[src/rtl/add128_seq.sv]
// 128-bit adder that reuses an external 10-bit adder over 13 slice cycles.
// Optional subtraction (A-B) is enabled by defining ADD128_SUB_EN.
module add128_seq (
   input  logic         clk,
   input  logic         rst,
   input  logic         in_valid,
   output logic         in_ready,
   input  logic [127:0] a,
   input  logic [127:0] b,
   output logic [9:0]   sa,
   output logic [9:0]   sb,
   input  logic [10:0]  sf,
   output logic         out_valid,
   input  logic         out_ready,
   output logic [128:0] sum
`ifdef ADD128_SUB_EN
   ,
   input  logic         sub
`endif
);

   // state | meaning
   // IDLE  | waiting for an operand pair, in_ready high
   // RUN   | one 10-bit slice per cycle, idx 0..12
   // DONE  | result held with out_valid high until out_ready
   localparam logic [1:0] IDLE = 2'd0;
   localparam logic [1:0] RUN  = 2'd1;
   localparam logic [1:0] DONE = 2'd2;

   localparam logic [3:0] LAST_IDX = 4'd12;

   logic [1:0]   state;
   logic [3:0]   idx;
   logic [127:0] a_reg;
   logic [127:0] b_reg;
   logic         sub_reg;
   logic         sub_in;
   logic         carry;
   logic [128:0] sum_r;
   logic [9:0]   a_slice;
   logic [9:0]   b_slice;
   logic [10:0]  t;

`ifdef ADD128_SUB_EN
   assign sub_in = sub;
`else
   assign sub_in = 1'b0;
`endif

   // Gate with rst so the block never advertises readiness during reset.
   assign in_ready = (state == IDLE) && !rst;
   assign sum      = sum_r;

   always_comb begin
      a_slice = '0;
      b_slice = '0;
      for (int i = 0; i < 12; i++) begin
         if (idx == 4'(i)) begin
            a_slice = a_reg[10*i +: 10];
            b_slice = sub_reg ? ~b_reg[10*i +: 10] : b_reg[10*i +: 10];
         end
      end
      // Top slice is only 8 bits wide; inversion happens before zero-extension.
      if (idx == LAST_IDX) begin
         a_slice = {2'b00, a_reg[127:120]};
         b_slice = {2'b00, (sub_reg ? ~b_reg[127:120] : b_reg[127:120])};
      end
   end

   assign sa = (state == RUN) ? a_slice : 10'd0;
   assign sb = (state == RUN) ? b_slice : 10'd0;
   assign t  = sf + {10'd0, carry};

   always_ff @(posedge clk or posedge rst) begin
      if (rst) begin
         state     <= IDLE;
         idx       <= 4'd0;
         carry     <= 1'b0;
         sum_r     <= '0;
         out_valid <= 1'b0;
         a_reg     <= '0;
         b_reg     <= '0;
         sub_reg   <= 1'b0;
      end else begin
         case (state)
            IDLE: begin
               if (in_valid) begin
                  a_reg   <= a;
                  b_reg   <= b;
                  sub_reg <= sub_in;
                  carry   <= sub_in;
                  idx     <= 4'd0;
                  state   <= RUN;
               end
            end
            RUN: begin
               for (int i = 0; i < 12; i++) begin
                  if (idx == 4'(i)) begin
                     sum_r[10*i +: 10] <= t[9:0];
                  end
               end
               if (idx == LAST_IDX) begin
                  sum_r[127:120] <= t[7:0];
                  sum_r[128]     <= t[8];
                  idx            <= 4'd0;
                  out_valid      <= 1'b1;
                  state          <= DONE;
               end else begin
                  carry <= t[10];
                  idx   <= idx + 4'd1;
               end
            end
            DONE: begin
               if (out_ready) begin
                  out_valid <= 1'b0;
                  state     <= IDLE;
               end
            end
            default: begin
               state     <= IDLE;
               out_valid <= 1'b0;
            end
         endcase
      end
   end

endmodule

[config.mk]
export PLATFORM = sky130hd
export DESIGN_NAME = add128_seq
export DESIGN_NICKNAME = d
export VERILOG_FILES = /design/src/rtl/add128_seq.sv
export SDC_FILE = /design/constraint.sdc
export NUM_CORES = 1
export LEC_CHECK = 0
export ABC_CLOCK_PERIOD_IN_PS = 39600
export BUFFER_PORTS_ARGS = -buffer_cell sky130_fd_sc_hd__buf_2
export CAP_MARGIN = 15
export CORE_MARGIN = 3
export CORE_UTILIZATION = 55
export DETAILED_ROUTE_END_ITERATION = 7
export PLACE_DENSITY = 0.82
export SYNTH_ARGS = -nofsm -noshare
export SYNTH_HDL_FRONTEND = slang
export SYNTH_SLANG_ARGS = --single-unit
[constraint.sdc]
create_clock -name clk -period 39.6 [get_ports clk]
set_input_delay 5.94 -clock clk [delete_from_list [all_inputs] [get_ports clk]]
set_output_delay 5.94 -clock clk [all_outputs]
set_load 0.1 [all_outputs]
# Word-level counts from Yosys, hierarchy flattened
# Index checks and enable logic that the tools add are counted.
# word_totals
inputBits	271
ff_bits	393
# op_classes
muxes	41
n_bitwise	1
eq_ne	18
n_reduce_logical	23
addsub	2
# ops
cell	n
$mux W10	28
$reduce_and A2 Y1	15
$eq A4 B4 Y1 const B	5
$eq A4 B3 Y1 const B	4
$add A11 B1 Y11	1
$reduce_and A3 Y1	3
$eq A4 B2 Y1 const B	2
$mux W4	2
$pmux W4 S2	1
$mux W2	3
$ne A2 B2 Y1 const B	3
$pmux W2 S3	1
$add A4 B1 Y4 const B	1
$eq A4 B1 Y1 const B	1
$logic_not A4 Y1	1
$mux W1	4
$pmux W1 S3	1
$eq A2 B1 Y1 const B	1
$eq A2 B2 Y1 const B	1
$logic_not A2 Y1	1
$ne A2 B1 Y1 const B	1
$pmux W1 S2	1
$reduce_bool A2 Y1	1
$logic_and A1 B1 Y1	1
2 further kinds	2

# Longest topological paths before layout
# Gate-level depths: netlist (run 1).
# logic_depth
word_depth	15
ltp_mapped	10
depth_no_buf	7

# Worst setup path before layout (run 1)
# No wires, ideal clock.
# synth_timing
path_type	input to output
start	input port rst
end	output port in_ready
t_required_ns	33.660
path_slack_ns	25.693
cell_stages	1
path_buffers	0
arrival_ns	7.967
cell_sequence	nor3_1
# synth_via
elab_chain_cells	2
# synth_lines
element	line_no	rtl
start: declaration	5	input logic rst,
$logic_not A1 Y1 (no line)	-	
$logic_and A1 B1 Y1	51	assign in_ready = (state == IDLE) && !rst;
end: declaration	7	output logic in_ready,
# No other way between the ends.

# Final worst setup path (run 1)
# Same ends and word-level chain as after synthesis.

==> qor.yml, run 1 <==
fp.coreArea_mm2: 0.0311
dpl_worst_slack_ps: 26980
area_growth_syn_to_layout_pct: 20.6
slew_viol_final: 0
syn_area_mm2: 0.0177
first_global_vias: 15800
crit_type: "input pin to primary output"
syn_nets: 2297
clock-sinks: 393
nets: 2642
final-hold-violation-count: 0
cts_tree: "done"
min_period_ps: 12630
root_buffer: "clkbuf_16"
die_w_um: 185
rsz0062_at_grt: "false"
yosysWarnings: 0
cts_inserted_buffers: 41
fin_tns_setup_ps: 0
synth_seq_cells: 393
seq_area_frac_synth: 0.557
setup_viol: 0
post_cts_resized: 0
ios: 422
grt-ovfl-total: 0
end_kind: "primary output"
cp_max_fo: 2
layout-drive-gt1-share: 0.233
cts_hold_buf: 0
tightest_slew_ps: 1150
synth_edf_count: 0
critPathRequiredTime_ps: 33660
rr_startpoint: "idx[1]$_DFFE_PP0P_"
die_h_um: 185
fill_cells: 2418
vias: 16500
cap_violations: 0
rows: 64
setup_slack_ps: 26970
routabilityCongestion: 0.936
dr.pass1.iters: 6
clkSlewWorstSetupHoldPaths_ps: 60
antenna_found_initial: 3
status: "finished, final reports clean"
hold_start: "b_reg[57]$_DFFE_PP0P_"
avgSynthCellArea_um2: 8.74
largest_register_ffs: 129
n_antenna_cell: 0
synth_ff_type: "dfrtp_1"
cts_setup_buffers: 0
track_usage: 0.335
port_buffers: 421
routed_wl_um: 59100
placed_cells: 2712
instances_no_fill: 2788
hp-class: "flop to flop"
drtIter0Drc: 2218
htree_levels: 2
drc_errors: 0
ant_nets: 0
fmax_ghz: 0.0792
post_drt_wl_per_cell_um: 21.2
crit_path_start_kind: "input pin"
cts_buffer_depth: 3
grt_pass1_wl_um: 88700
hpwl_um: 41100
crit_path_start: "rst"
relSlewSlack: 0.235
syn_inst: 2020
fin_crit_sh: 0.319
start_util: 0.567
vias_per_cell: 5.93
skew_ps: 23.9
dieArea_mm2: 0.0343
synth_cell_type_count: 60
grt_max_degree: 162
worstPathArrival_ps: 6690
utilization: 0.684
ys_async_sr_fraction: 1.00
insertion_delay_ps: 550
cell type report:
type / instances / area (um2) / area share
clock buffers: 58 / 1170 / 0.0549
flip-flops and latches: 393 / 9830 / 0.462
well taps: 396 / 495 / 0.0233
inverters: 33 / 131 / 0.00617
multi-input cells: 1445 / 7110 / 0.334
clock inverters: 12 / 168 / 0.00787
repair buffers: 451 / 2400 / 0.112
per-layer routing:
metal / global-route usage / part of all wire / routed length [um]
met1: 0.448 / 0.39 / 23000
met2: 0.525 / 0.46 / 27100
met3: 0.0768 / 0.10 / 6040
met4: 0.155 / 0.051 / 2990
met5: 0 / 0.00066 / 39
layout by cell type (no fill, tap or decap), drive strengths merged, types with 7 or more instances in the layout:
cell and n:
a21oi 101, o21ai 160, a21o 7, nor2 47, a211oi 8, or3 7
buf 450, o31ai 9, a222oi 9, a2111oi 8, clkbuf 59, a221oi 15
nor2b 30, o22ai 13, a22o 7, a221o 18, nand2 844, mux2 27
inv 35, nand2b 8, dfrtp 393, o221ai 11, o2bb2ai 15, o21a 10
nor3 10, nand3 13
synth_stat cells (4+ instances only):
master / number / area [um2]
nor3_1: 9 / 45.0
mux2_2: 27 / 304
buf_2: 43 / 215
o211ai_1: 4 / 30.0
a21o_1: 7 / 52.6
ha_1: 6 / 75.1
xor2_1: 6 / 52.6
nor2b_1: 30 / 188
nand2b_1: 8 / 50.1
o21ai_0: 159 / 796
a211oi_1: 8 / 60.1
a32oi_1: 6 / 52.6
a31oi_1: 4 / 25.0
o2bb2ai_1: 15 / 131
buf_1: 7 / 26.3
clkbuf_1: 94 / 353
a22oi_1: 5 / 37.5
o22ai_1: 13 / 81.3
a22o_1: 7 / 61.3
dfrtp_1: 393 / 9830
nor2_1: 46 / 173
a222oi_1: 9 / 90.1
a21oi_1: 101 / 505
o21a_1: 10 / 75.1
or3_1: 7 / 43.8
a2111oi_0: 8 / 70.1
a221oi_1: 12 / 105
nand3_1: 13 / 65.1
nand3b_1: 5 / 37.5
nand2_1: 844 / 3170
inv_1: 33 / 124
o221ai_1: 11 / 96.3
o21bai_1: 4 / 30.0
a221o_1: 18 / 180
o31ai_1: 9 / 67.6
critical path: stages:
cell and delay, ps:
buf_2 150, nor3_1 140, buf_2 460
cells by family (layout without fill, tap and decap cells):
kind of cell             count (synthesis)  count (layout)  share of synthesized area
AND/OR/NAND/NOR                        976             976                      0.220
AO/OA/AOI/OAI                          426             426                      0.153
multiplexers                            28              28                     0.0178
XOR/XNOR                                 9               9                    0.00446
flip-flops                             393             393                      0.557
buffers and inverters                  182             554                     0.0434
adder cells (fa/ha/maj)                  6               6                    0.00425
stage by stage:
stage	hold slack [ps]	cell area (um2)
after floorplan	437	17700
after global placement	452	19900
after detailed placement	463	19900
after CTS	478	21200
after global routing	495	21300
final	475	21300
path summary, 6_finish.rpt:
kind                                           to  slack (ps)  cells past startpoint
min reg2reg                 b_reg[57]$_DFFE_PP0P_         480                      2
max reg2reg                  sum[120]$_DFFE_PP0P_       36160                      7
max                                      in_ready       26970                      3
max in group asynchronous  b_reg[127]$_DFFE_PP0P_       31880                      4
min in group asynchronous     sum[12]$_DFFE_PP0P_        5430                      2
min                         b_reg[57]$_DFFE_PP0P_         480                      2
Power of run 1 is not shown: default switching activity piles up to over one toggle a cycle in this logic, so the estimate is an artifact.
==> run 2: changes to the inputs <==
==> config.mk (replaced) <==
export PLATFORM = sky130hd
export DESIGN_NAME = add128_seq
export DESIGN_NICKNAME = d
export VERILOG_FILES = /design/src/rtl/add128_seq.sv
export SDC_FILE = /design/constraint.sdc
export NUM_CORES = 1
export LEC_CHECK = 0
export ABC_CLOCK_PERIOD_IN_PS = 10800
export BUFFER_PORTS_ARGS = -buffer_cell sky130_fd_sc_hd__buf_2
export CAP_MARGIN = 15
export CORE_MARGIN = 3
export CORE_UTILIZATION = 49
export DETAILED_ROUTE_END_ITERATION = 7
export PLACE_DENSITY = 0.77
export SYNTH_ARGS = -nofsm -noshare
export SYNTH_HDL_FRONTEND = slang
export SYNTH_SLANG_ARGS = --single-unit
==> constraint.sdc (replaced) <==
create_clock -name clk -period 10.8 [get_ports clk]
set_input_delay 1.62 -clock clk [delete_from_list [all_inputs] [get_ports clk]]
set_output_delay 1.62 -clock clk [all_outputs]
set_load 0.1 [all_outputs]
==> qor.yml, run 2 (same netlist as run 1, synthesis figures left out) <==
slowest_delay_ps: 940  # +480 ps
grt-ovfl-total: 0  # unchanged
root_buffer: "clkbuf_16"
cts_inserted_buffers: 39  # -4.9%
min_delay_path_depth: 2  # unchanged
tightest_slew_ps: 1170  # +24.5 ps
crit_path_frequent_cell: "inv_1"
port_buffers: 421  # unchanged
largest_register_ffs: 129  # unchanged
fmax_ghz: 0.165
ant_nets: 0  # unchanged
rows: 68  # +6.3%
path_cells: "inv_1 > ha_4 > buf_4 > inv_1 > a21oi_1 > o32a_1 > a2111oi_0 > a221o_1 > buf_2"
critPathTopFamily: "compound AO/OA/AOI/OAI gates"
first_global_vias: 15500  # -1.5%
min_period_ps: 6060
fill_cells: 3037  # +26%
cts_setup_buffers: 0  # unchanged
crit_type: "flop to primary output"
cp_max_fo: 89  # +87
post_cts_resized: 0  # unchanged
cts_tree: "done"
drc_errors: 0  # unchanged
die_w_um: 196  # +5.8%
setup_viol: 0  # unchanged
antenna_found_initial: 4  # +1
vias_per_cell: 5.71  # -3.8%
post_drt_wl_per_cell_um: 21.3  # +0.68%
layout_commonest_cell: "nand2_1"
die_h_um: 196  # +5.8%
area_growth_syn_to_layout_pct: 20.3
layout-drive-gt1-share: 0.230  # -0.00309
dieArea_mm2: 0.0384  # +12%
crit_slowest_cell: "a2111oi_0"
cts_hold_buf: 0  # unchanged
drtIter0Drc: 1656  # -25%
dr.pass1.iters: 8  # +2
clkSlewWorstSetupHoldPaths_ps: 60  # about the same
crit_cells: 9  # +6
crit_path_start_kind: "flop"
worstPathArrival_ps: 4440  # -2250 ps
fp.coreArea_mm2: 0.0351  # +13%
relSlewSlack: 0.218  # -0.0163
end_kind: "primary output"
r2r_cells: 5  # -2
insertion_delay_ps: 550  # about the same
routed_wl_um: 60700  # +2.7%
final_cell_mix: "843 x nand2_1, 421 x buf_2, 393 x dfrtp_1"
grt_max_degree: 188  # +16%
fin_crit_sh: 0.561
clock-sinks: 393  # unchanged
routabilityCongestion: 0.954  # +1.9%
grt_pass1_wl_um: 91900  # +3.7%
cts_buffer_depth: 3  # unchanged
critPathBufInv: 4  # +2
status: "finished, final reports clean"
slew_viol_final: 0  # unchanged
skew_ps: 25.8  # +1.91 ps
final-hold-violation-count: 0  # unchanged
vias: 16200  # -1.9%
start_util: 0.504  # -0.0631
rsz0062_at_grt: "false"
hp-class: "flop to flop"
hpwl_um: 44400  # +7.8%
critPathRequiredTime_ps: 9180  # -24,480 ps
cap_violations: 0  # unchanged
fin_tns_setup_ps: 0  # unchanged
nets: 2633  # -0.34%
ios: 422  # unchanged
htree_levels: 2  # unchanged
track_usage: 0.308  # -0.0268
## run 2: cell count changes in the layout (fill, tap and decap cells not counted), moves of 2 or more
cell and delta:
diode_2 +4, buf_4 -3, buf_16 -3, clkbuf_1 +2, clkinv_2 +2, clkbuf_8 -3
## run 2: worst paths after layout
check,endpoint,slack (ps),start
setup / recovery,sb[5],4740,idx[1]$_DFFE_PP0P_
hold / removal,a_reg[75]$_DFFE_PP0P_,470,a_reg[75]$_DFFE_PP0P_
setup reg to reg,sum[70]$_DFFE_PP0P_,7000,idx[0]$_DFFE_PP0P_
hold reg to reg,a_reg[75]$_DFFE_PP0P_,470,a_reg[75]$_DFFE_PP0P_
max in group asynchronous,b_reg[119]$_DFFE_PP0P_,7160,rst
min in group asynchronous,carry$_DFFE_PP0P_,1380,rst
## run 2: area by class of cell
type	instances	area, um2	share of cell area
Sequential cell	393	9830	0.463
Multi-Input combinational cell	1445	7110	0.335
Timing Repair Buffer	444	2290	0.108
Clock buffer	56	1110	0.0523
Tap cell	455	569	0.0268
Clock inverter	14	191	0.00901
Inverter	33	128	0.00601
Antenna cell	4	10.0	0.000471
## run 2: per-layer routing
layer,GRT usage,up-vias,routed length [um]
met3,0.0586,169,5430
met5,0,-,39
met2,0.496,893,28100
li1,-,7380,-
met4,0.120,6,2780
met1,0.417,7782,24300
## run 2: through the flow
stage          worst slack (ps)  utilization  hold slack, ps  instances  instance area, um2
2_1_floorplan              3890            -             437       2020               17700
3_3_place_gp               5460        0.568             455       2768               19900
3_5_place_dp               5460        0.568             463       2769               19900
5_1_grt                    4620        0.606             498       2840               21200
6_report                   4740        0.606             474       2844               21200
4_1_cts                    4840        0.606             477       2839               21200
## run 2: worst register-to-register path, cell delays in order (launching register included)
cell and delay (ps):
dfrtp_1 480, ha_2 460, buf_4 520, and3b_1 1040, nand2_1 700, mux2_2 470
Power of run 2 is left out for the same reason.
==> run 3: changes to the inputs <==
==> config.mk (replaced) <==
export PLATFORM = sky130hd
export DESIGN_NAME = add128_seq
export DESIGN_NICKNAME = d
export VERILOG_FILES = /design/src/rtl/add128_seq.sv
export SDC_FILE = /design/constraint.sdc
export NUM_CORES = 1
export LEC_CHECK = 0
export ABC_AREA = 1
export ABC_CLOCK_PERIOD_IN_PS = 5600
export BUFFER_PORTS_ARGS = -buffer_cell sky130_fd_sc_hd__buf_2
export CAP_MARGIN = 15
export CORE_MARGIN = 3
export CORE_UTILIZATION = 54
export DETAILED_ROUTE_END_ITERATION = 7
export PLACE_DENSITY = 0.8
export SYNTH_ARGS = -nofsm -noshare
export SYNTH_HDL_FRONTEND = slang
export SYNTH_SLANG_ARGS = --single-unit
==> constraint.sdc (replaced) <==
create_clock -name clk -period 5.6 [get_ports clk]
set_input_delay 0.84 -clock clk [delete_from_list [all_inputs] [get_ports clk]]
set_output_delay 0.84 -clock clk [all_outputs]
set_load 0.1 [all_outputs]
==> qor.yml, run 3 <==
nets: 2614  # -0.72%
yosysTopAreaCell: "dfrtp_1"
cap_violations: 0  # unchanged
crit_path_frequent_cell: "nand2_1"
fin_tns_setup_ps: 0  # unchanged
slowest_delay_ps: 680  # -260 ps
antenna_found_initial: 23  # +19
worstPathArrival_ps: 3880  # -560 ps
insertion_delay_ps: 530  # -20 ps
port_buffers: 421  # unchanged
grt_max_degree: 156  # -17%
area_growth_syn_to_layout_pct: 21.4
skew_ps: 11.8  # -13.9 ps
avgSynthCellArea_um2: 9.02  # +3.1%
start_util: 0.554  # +0.0499
fin_crit_sh: 0.842
synth_top_area_frac: 0.556  # -0.00118
crit_type: "flop to primary output"
cts_tree: "done"
crit_path_start_kind: "flop"
die_w_um: 187  # -4.5%
routed_wl_um: 53500  # -12%
dr.pass1.iters: 5  # -3
tightest_slew_ps: 897  # -276 ps
cts_inserted_buffers: 41  # +5.1%
hp-class: "flop to flop"
ant_nets: 0  # unchanged
post_drt_wl_per_cell_um: 19.0  # -11%
crit_slowest_cell: "nor2_1"
cts_hold_buf: 0  # unchanged
drc_errors: 0  # unchanged
relSlewSlack: 0.401  # +0.182
track_usage: 0.300  # -0.00781
die_h_um: 187  # -4.5%
layout-drive-gt1-share: 0.294  # +0.0644
critPathRequiredTime_ps: 4760  # -4420 ps
hpwl_um: 38200  # -14%
grt_pass1_wl_um: 83400  # -9.3%
seq_area_frac_synth: 0.556  # -0.00118
synth_ff_type: "dfrtp_1"
final_cell_mix: "480 x nand2_1, 421 x buf_2, 393 x dfrtp_1"
synth_edf_count: 0  # unchanged
post_cts_resized: 0  # unchanged
clkSlewWorstSetupHoldPaths_ps: 60  # about the same
fill_cells: 2523  # -17%
fp.coreArea_mm2: 0.0320  # -8.8%
rsz0062_at_grt: "false"
largest_register_ffs: 129  # unchanged
clock-sinks: 393  # unchanged
yosys-top-cells-area: "dfrtp_1 56%, nand2_1 10%, mux2_2 10%"
min_period_ps: 4720
first_global_vias: 15400  # -1.1%
yosysMostFrequentCell: "nand2_1"
ios: 422  # unchanged
drtIter0Drc: 1099  # -34%
setup_viol: 0  # unchanged
htree_levels: 2  # unchanged
syn_nets: 2240  # -2.5%
routabilityCongestion: 0.918  # -3.8%
dieArea_mm2: 0.0350  # -8.8%
ys_async_sr_fraction: 1.00  # unchanged
fmax_ghz: 0.212
grt-ovfl-total: 0  # unchanged
end_kind: "primary output"
cts_setup_buffers: 0  # unchanged
layout_commonest_cell: "nand2_1"
final-hold-violation-count: 0  # unchanged
path_cells: "inv_1 > ha_1 > inv_2 > nor2_1 > inv_2 > nand2_1 > inv_1 > nand3_1 > nand2_1 > nand2_1 > nand2_1 > nand2_1 > buf_2"
critPathTopFamily: "buffers and inverters"
synth_common_cells: "481 x nand2_1, 393 x dfrtp_1, 199 x nor2_1"
critPathBufInv: 5  # +1
syn_inst: 1963  # -2.8%
cts_buffer_depth: 3  # unchanged
vias: 15300  # -5.8%
syn_area_mm2: 0.0177  # +0.21%
utilization: 0.672  # +0.0659
vias_per_cell: 5.43  # -4.8%
root_buffer: "clkbuf_16"
synth_seq_cells: 393  # unchanged
status: "finished, final reports clean"
cp_max_fo: 31  # -65%
synth_cell_type_count: 31  # -48%
slew_viol_final: 0  # unchanged
yosysWarnings: 0  # unchanged
rows: 65  # -4.4%
-- run 3: changes by cell type after synthesis, moves of 24 or more --
cell | before | now
inv_1 | 33 | 189
nor2_1 | 46 | 199
nand2_1 | 844 | 481
o21ai_0 | 159 | 134
nand3_1 | 13 | 67
o21ai_1 | 1 | 25
nor2b_1 | 30 | 0
clkbuf_1 | 94 | 41
mux2_2 | 27 | 159
a21oi_1 | 101 | 132
-- run 3: final timing paths --
check	start	endpoint	slack, ps	cells after the start
worst min-delay path	sum[63]$_DFFE_PP0P_	sum[63]$_DFFE_PP0P_	470	2
min in group asynchronous	rst	sum[71]$_DFFE_PP0P_	480	2
worst max register to register	idx[1]$_DFFE_PP0P_	sum[94]$_DFFE_PP0P_	2410	9
worst min register to register	sum[63]$_DFFE_PP0P_	sum[63]$_DFFE_PP0P_	470	2
worst max-delay path	idx[1]$_DFFE_PP0P_	sa[1]	880	13
max in group asynchronous	rst	a_reg[31]$_DFFE_PP0P_	3920	4
-- run 3: routing by layer --
layer	vias up	wire length (um)	global-route usage
met2	695	25800	0.510
met3	159	4580	0.0765
met1	7395	20600	0.371
met4	30	2260	0.119
met5	-	207	0
li1	7005	-	-
-- run 3: worst min-delay path, cell delays in order, from the launching register on --
cell	delay, ps
dfrtp_1	340
nand2_1	60
nand2_1	50
-- run 3: layout make-up --
type | instances | area, um2 | share of cell area
well taps | 435 | 544 | 0.0253
diodes | 9 | 22.5 | 0.00105
multi-input cells | 1259 | 6630 | 0.309
clock buffers | 67 | 1320 | 0.0613
repair buffers | 434 | 2270 | 0.106
flip-flops and latches | 393 | 9830 | 0.458
inverters | 208 | 785 | 0.0365
clock inverters | 8 | 72.6 | 0.00338
-- run 3: per-stage QoR --
stage / hold slack [ps] / cell area (um2) / cells / setup slack, ps
global placement: 450 / 20000 / 2728 / 1590
detailed placement: 456 / 20000 / 2728 / 1480
global route: 495 / 21500 / 2811 / 530
CTS: 472 / 21400 / 2803 / 900
finish: 472 / 21500 / 2813 / 884
floorplan: 471 / 17700 / 1963 / -528
-- run 3: cells by family after synthesis --
group	synth area share
DFF	0.556
buffers and inverters	0.0707
xor gates and xnor gates	0.00346
and+or+nand+nor	0.176
AOI/OAI and AO/OA	0.0884
adders and majority gates	0.00424
muxes	0.101
Power of run 3 is left out for the same reason.
